## src/rtl/adder_seq_pkg.sv

```systemverilog
// Shared definitions for the nibble-serial adder sequencer: state codes, nibble width,
// and the sizing helper for the nibble counter.
package adder_seq_pkg;

    localparam int NIB_W = 4;

    localparam logic [1:0] ST_IDLE = 2'd0;
    localparam logic [1:0] ST_RUN  = 2'd1;
    localparam logic [1:0] ST_DONE = 2'd2;

    typedef enum logic [1:0] {
        IDLE = ST_IDLE,
        RUN  = ST_RUN,
        DONE = ST_DONE
    } state_e;

    // Bits needed to hold 0..nibbles, i.e. ceil(log2(nibbles+1)), never less than 1.
    function automatic int nib_cnt_w(input int nibbles);
        int w;
        w = 1;
        while ((1 << w) < (nibbles + 1)) begin
            w = w + 1;
        end
        return w;
    endfunction

endpackage

```

## src/rtl/adder_seq_ctrl_adder4.sv

```systemverilog
// 4-bit ripple-carry adder with carry-in; purely combinational, no flow control.
module adder4 (
    input  logic [3:0] A,
    input  logic [3:0] B,
    input  logic       CIN,
    output logic [3:0] S,
    output logic       C4
);

    logic [4:0] c;

    always_comb begin
        c    = '0;
        S    = '0;
        c[0] = CIN;
        for (int i = 0; i < 4; i++) begin
            S[i]     = A[i] ^ B[i] ^ c[i];
            c[i + 1] = (A[i] & B[i]) | (c[i] & (A[i] ^ B[i]));
        end
        C4 = c[4];
    end

endmodule

```

## src/rtl/adder_seq_ctrl.sv

```systemverilog
// Nibble-serial W-bit adder reusing one adder4; result after NIBBLES RUN cycles, held in
// DONE until out_ready. Optional subtract via macro ADDSEQ_SUB_EN (A + ~B + 1).
module adder_seq_ctrl
    import adder_seq_pkg::*;
#(
    parameter  int NIBBLES = 4,
    localparam int W       = NIB_W * NIBBLES
) (
    input  logic         clk,
    input  logic         rst_n,
    input  logic         in_valid,
    output logic         in_ready,
    input  logic [W-1:0] op_a,
    input  logic [W-1:0] op_b,
    input  logic         op_sub,
    output logic         out_valid,
    input  logic         out_ready,
    output logic [W-1:0] sum,
    output logic         carry_out,
    output logic         busy
);

    localparam int            CW   = nib_cnt_w(NIBBLES);
    localparam logic [CW-1:0] LAST = CW'(NIBBLES - 1);

    state_e          state_q, state_d;
    logic [W-1:0]    a_sh_q, a_sh_d;
    logic [W-1:0]    b_sh_q, b_sh_d;
    logic [W-1:0]    sum_q, sum_d;
    logic            carry_q, carry_d;
    logic            carry_out_q, carry_out_d;
    logic [CW-1:0]   cnt_q, cnt_d;

    logic [NIB_W-1:0] add_a, add_b, add_s;
    logic             add_c;
    logic [W-1:0]     sum_next;

`ifdef ADDSEQ_SUB_EN
    logic sub_q, sub_d;
    assign add_b = b_sh_q[NIB_W-1:0] ^ {NIB_W{sub_q}};
`else
    logic unused_op_sub;
    assign unused_op_sub = op_sub;
    assign add_b = b_sh_q[NIB_W-1:0];
`endif

    assign add_a = a_sh_q[NIB_W-1:0];

    adder4 u_adder4 (
        .A   (add_a),
        .B   (add_b),
        .CIN (carry_q),
        .S   (add_s),
        .C4  (add_c)
    );

    // New nibble enters at the MS end so the LS nibble ends up at bit 0 after the last step.
    generate
        if (NIBBLES == 1) begin : g_one_nib
            assign sum_next = add_s;
        end else begin : g_multi_nib
            assign sum_next = {add_s, sum_q[W-1:NIB_W]};
        end
    endgenerate

    always_comb begin
        state_d     = state_q;
        a_sh_d      = a_sh_q;
        b_sh_d      = b_sh_q;
        sum_d       = sum_q;
        carry_d     = carry_q;
        carry_out_d = carry_out_q;
        cnt_d       = cnt_q;
`ifdef ADDSEQ_SUB_EN
        sub_d       = sub_q;
`endif
        case (state_q)
            IDLE: begin
                if (in_valid) begin
                    state_d = RUN;
                    a_sh_d  = op_a;
                    b_sh_d  = op_b;
                    cnt_d   = '0;
`ifdef ADDSEQ_SUB_EN
                    sub_d   = op_sub;
                    carry_d = op_sub;
`else
                    carry_d = 1'b0;
`endif
                end
            end
            RUN: begin
                sum_d   = sum_next;
                carry_d = add_c;
                a_sh_d  = a_sh_q >> NIB_W;
                b_sh_d  = b_sh_q >> NIB_W;
                cnt_d   = cnt_q + CW'(1);
                if (cnt_q == LAST) begin
                    state_d     = DONE;
                    carry_out_d = add_c;
                end
            end
            DONE: begin
                if (out_ready) begin
                    state_d = IDLE;
                end
            end
            default: state_d = IDLE;
        endcase
    end

    always_ff @(posedge clk or negedge rst_n) begin
        if (!rst_n) begin
            state_q     <= IDLE;
            a_sh_q      <= '0;
            b_sh_q      <= '0;
            sum_q       <= '0;
            carry_q     <= 1'b0;
            carry_out_q <= 1'b0;
            cnt_q       <= '0;
`ifdef ADDSEQ_SUB_EN
            sub_q       <= 1'b0;
`endif
        end else begin
            state_q     <= state_d;
            a_sh_q      <= a_sh_d;
            b_sh_q      <= b_sh_d;
            sum_q       <= sum_d;
            carry_q     <= carry_d;
            carry_out_q <= carry_out_d;
            cnt_q       <= cnt_d;
`ifdef ADDSEQ_SUB_EN
            sub_q       <= sub_d;
`endif
        end
    end

    assign in_ready  = (state_q == IDLE);
    assign out_valid = (state_q == DONE);
    assign busy      = (state_q == RUN);
    assign sum       = sum_q;
    assign carry_out = carry_out_q;

endmodule

```

## config.mk

```make
export PLATFORM = sky130hd
export DESIGN_NAME = adder_seq_ctrl
export DESIGN_NICKNAME = d
export VERILOG_FILES = /design/src/rtl/adder_seq_pkg.sv /design/src/rtl/adder_seq_ctrl_adder4.sv /design/src/rtl/adder_seq_ctrl.sv
export SDC_FILE = /design/constraint.sdc
export NUM_CORES = 1
export LEC_CHECK = 0
export BUFFER_PORTS_ARGS = -buffer_cell sky130_fd_sc_hd__buf_2
export CORE_AREA = 2 2 104 106
export CTS_BUF_LIST = sky130_fd_sc_hd__clkbuf_8
export CTS_CLUSTER_SIZE = 28
export DETAILED_ROUTE_END_ITERATION = 10
export DIE_AREA = 0 0 106 108
export SLEW_MARGIN = 5
export SYNTH_ARGS = -nofsm -noshare
export SYNTH_HDL_FRONTEND = slang
export SYNTH_SLANG_ARGS = --single-unit
```

## constraint.sdc

```tcl
create_clock -name clk -period 2.5 [get_ports clk]
set_input_delay 0.125 -clock clk [delete_from_list [all_inputs] [get_ports clk]]
set_output_delay 0.125 -clock clk [all_outputs]
set_load 0.1 [all_outputs]
```

==> flow_summary_export.csv <==
group,metric,value,unit
status,status,"complete, no violations",
clock_network,cts.sinks,55,
synthesis,postSynth.asyncResetShare,100,%
detailed_routing,drc_errors,0,
floorplanning,ios,57,
place,place.gp.congestion,0.713,
flow_run,cap_violations,0,
floorplanning,core_area,10200,um2
global_route,antenna_found_initial,0,
detailed_routing,viasPerCell,4.47,
critical_path,worstRegToRegCells,8,
layout,instances_no_fill,411,
global_route,grt_max_degree,49,
synthesis,syn-num-nets,264,
global_route,grt_pass1_vias,1848,
critical_path,crit_arrival,2.40,ns
clock_network,postCtsSetupBuffers,0,
place,port_buffers,55,
layout,final_nets,317,
timing,skew,0.0112,ns
detailed_routing,first_iter_violations,91,
timing,worst_pin_slew,0.777,ns
synthesis,ys_ff_latch,55,
clock_network,cts_tree,"done",
layout,drive_gt1_share,32.0,%
timing,setup_viol,0,
timing,hold_viol,0,
synthesis,synth_area,2630,um2
synthesis,synth.largest_area_cell,"dfrtp_1",
global_route,track_usage,10.7,%
clock_network,clk_path_buf_depth,2,
synthesis,synth_edf_count,0,
synthesis,yosysWarnings,0,
detailed_routing,routedWlPerCell,14.2,um
critical_path,crit_type,"reg2reg",
min_path,hold_depth,2,
timing,fin_crit,2.14,ns
synthesis,ys_seq_area_share,52.4,%
clock_network,clk_pin_slew,0.10,ns
synthesis,postSynthAreaPerCell,11.9,um2
detailed_routing,ant_nets,0,
timing,final.setup.tns,0,ns
detailed_routing,drt_pre_antenna_iters,4,
layout,n_antenna_cell,0,
critical_path,crit_path_end_kind,"flop",
synthesis,yosys.cell_types.count,27,
global_route,overflow,0,
floorplanning,start_util,25.7,%
min_path,hold_class,"in2reg",
global_route,grt_pass1_wl,9.65,mm
timing,max_slew_margin,48.2,%
critical_path,critPathMaxFanout,2,
floorplanning,dieArea,11400,um2
critical_path,startpoint_type,"flop",
floorplanning,die_w,106,um
place,place_hpwl,3.97,mm
layout,fillCellCount,1065,
floorplanning,die_h,108,um
timing,fmax,466,MHz
timing,period_share,85.8,%
synthesis,synthCells,221,
synthesis,synthFlopType,"dfrtp_1",
synthesis,yosys-top-cells-area,"dfrtp_1 52%, nor4b_1 6.7%, mux2_2 6.0%, a211oi_1 5.7%, nor3b_1 5.7%",
timing,drv_slew,0,
detailed_routing,drt-total-wl,5.85,mm
synthesis,netlist_top_cells_count,"55 x dfrtp_1, 32 x inv_1, 20 x a211oi_1, 20 x nor3b_1, 20 x nor4b_1",
detailed_routing,vias,1839,
layout,utilization,30.8,%
timing,hold-worst-slack,0.0219,ns
clock_network,clock_latency,0.32,ns
floorplanning,row_count,37,
clock_network,htree_levels,2,
clock_network,cts-resized-gates,0,
clock_network,clockRootBuffer,"clkbuf_8",
place,placed_cells,401,
critical_path,cp.required,2.75,ns
clock_network,cts_made_buffers,5,
layout,area_delta_synth_final,20.1,%
timing,rsz0062_at_grt,"no",
synthesis,synth_top_area_share,52.4,%
synthesis,yosysMostFrequentCell,"dfrtp_1",
## state kept, by name (all words and copies together) (netlist names)
register	flops
b_sh_q	16
state_q	2
a_sh_q	16
sum	16
carry_out	1
cnt_q	3
carry_q	1
## per-layer routing
layer  global-route usage (%)  up-vias  share of wire (%)
met3                     2.11        7                4.3
met5                        0        -                  0
li1                         -      892                  -
met1                     15.0      890                 49
met2                     17.1       50                 46
met4                     2.82        0               0.92
## logic make-up (layout without fill, tap and decap cells)
logic type,count (synthesis),count (layout),synth area share (%)
buffers and inverters,52,106,8.82
adders and majority gates,6,6,4.00
DFF,55,55,52.4
muxes,18,18,7.53
AOI/OAI and AO/OA,39,39,12.0
and+or+nand+nor,51,51,15.2
## cell usage in the layout, fill, tap and decap left out
| cell | n |
|---|---|
| nand2b_1 | 4 |
| a211oi_1 | 20 |
| buf_12 | 1 |
| nor2_1 | 1 |
| buf_4 | 8 |
| clkinv_4 | 1 |
| o21ai_0 | 1 |
| dlygate4sd3_1 | 2 |
| nand3b_1 | 1 |
| inv_1 | 33 |
| a22o_1 | 9 |
| nor4b_1 | 20 |
| inv_2 | 1 |
| dfrtp_1 | 55 |
| a21oi_1 | 1 |
| o21bai_2 | 1 |
| nor3b_2 | 1 |
| ha_1 | 2 |
| mux2_2 | 14 |
| nor2b_1 | 4 |
| fa_1 | 4 |
| o2bb2ai_1 | 1 |
| mux2i_1 | 4 |
| o22ai_1 | 1 |
| a222oi_1 | 4 |
| nor3b_1 | 20 |
| clkbuf_8 | 6 |
| buf_2 | 54 |
| o21ba_2 | 1 |
## worst max-delay path: stages, from the launching register on
cell and delay [ns]:
dfrtp_1 0.41, fa_1 0.42, inv_1 0.07, fa_1 0.15, inv_1 0.05, fa_1 0.35
inv_1 0.08, fa_1 0.42, mux2i_1 0.13
## metrics by stage
step / setup slack (ns) / instance area [um2]
after floorplan: 0.125 / 2630
after global placement: 0.416 / 3040
after detailed placement: 0.358 / 3040
after CTS: 0.338 / 3150
after global routing: 0.213 / 3150
final: 0.355 / 3150
## what timing repair did
action	in CTS	in global routing
hold endpoints to repair	30	0
hold buffers	2	0
endpoints found under the setup margin	0	0
## worst paths after layout
| path | from | endpoint | slack [ns] |
|---|---|---|---|
| worst min-delay path | op_b[13] | b_sh_q[13] | 0.02 |
| worst min register to register | cnt_q[0] | cnt_q[0] | 0.50 |
| worst max-delay path | a_sh_q[0] | sum[15] | 0.36 |
| max in group asynchronous | rst_n | state_q[1] | 1.42 |
| min in group asynchronous | rst_n | sum[15] | 0.40 |
| worst max register to register | a_sh_q[0] | sum[15] | 0.36 |
## final cells by class
cell class,count,area (um2),share of cell area [%]
Inverter,33,124,3.93
Tap cell,136,170,5.40
Multi-Input combinational cell,114,1020,32.3
Sequential cell,55,1380,43.7
Timing Repair Buffer,65,370,11.7
Clock inverter,2,12.5,0.397
Clock buffer,6,82.6,2.62
Power is not shown: default switching activity piles up to over one toggle a cycle in this logic, so the estimate is an artifact.
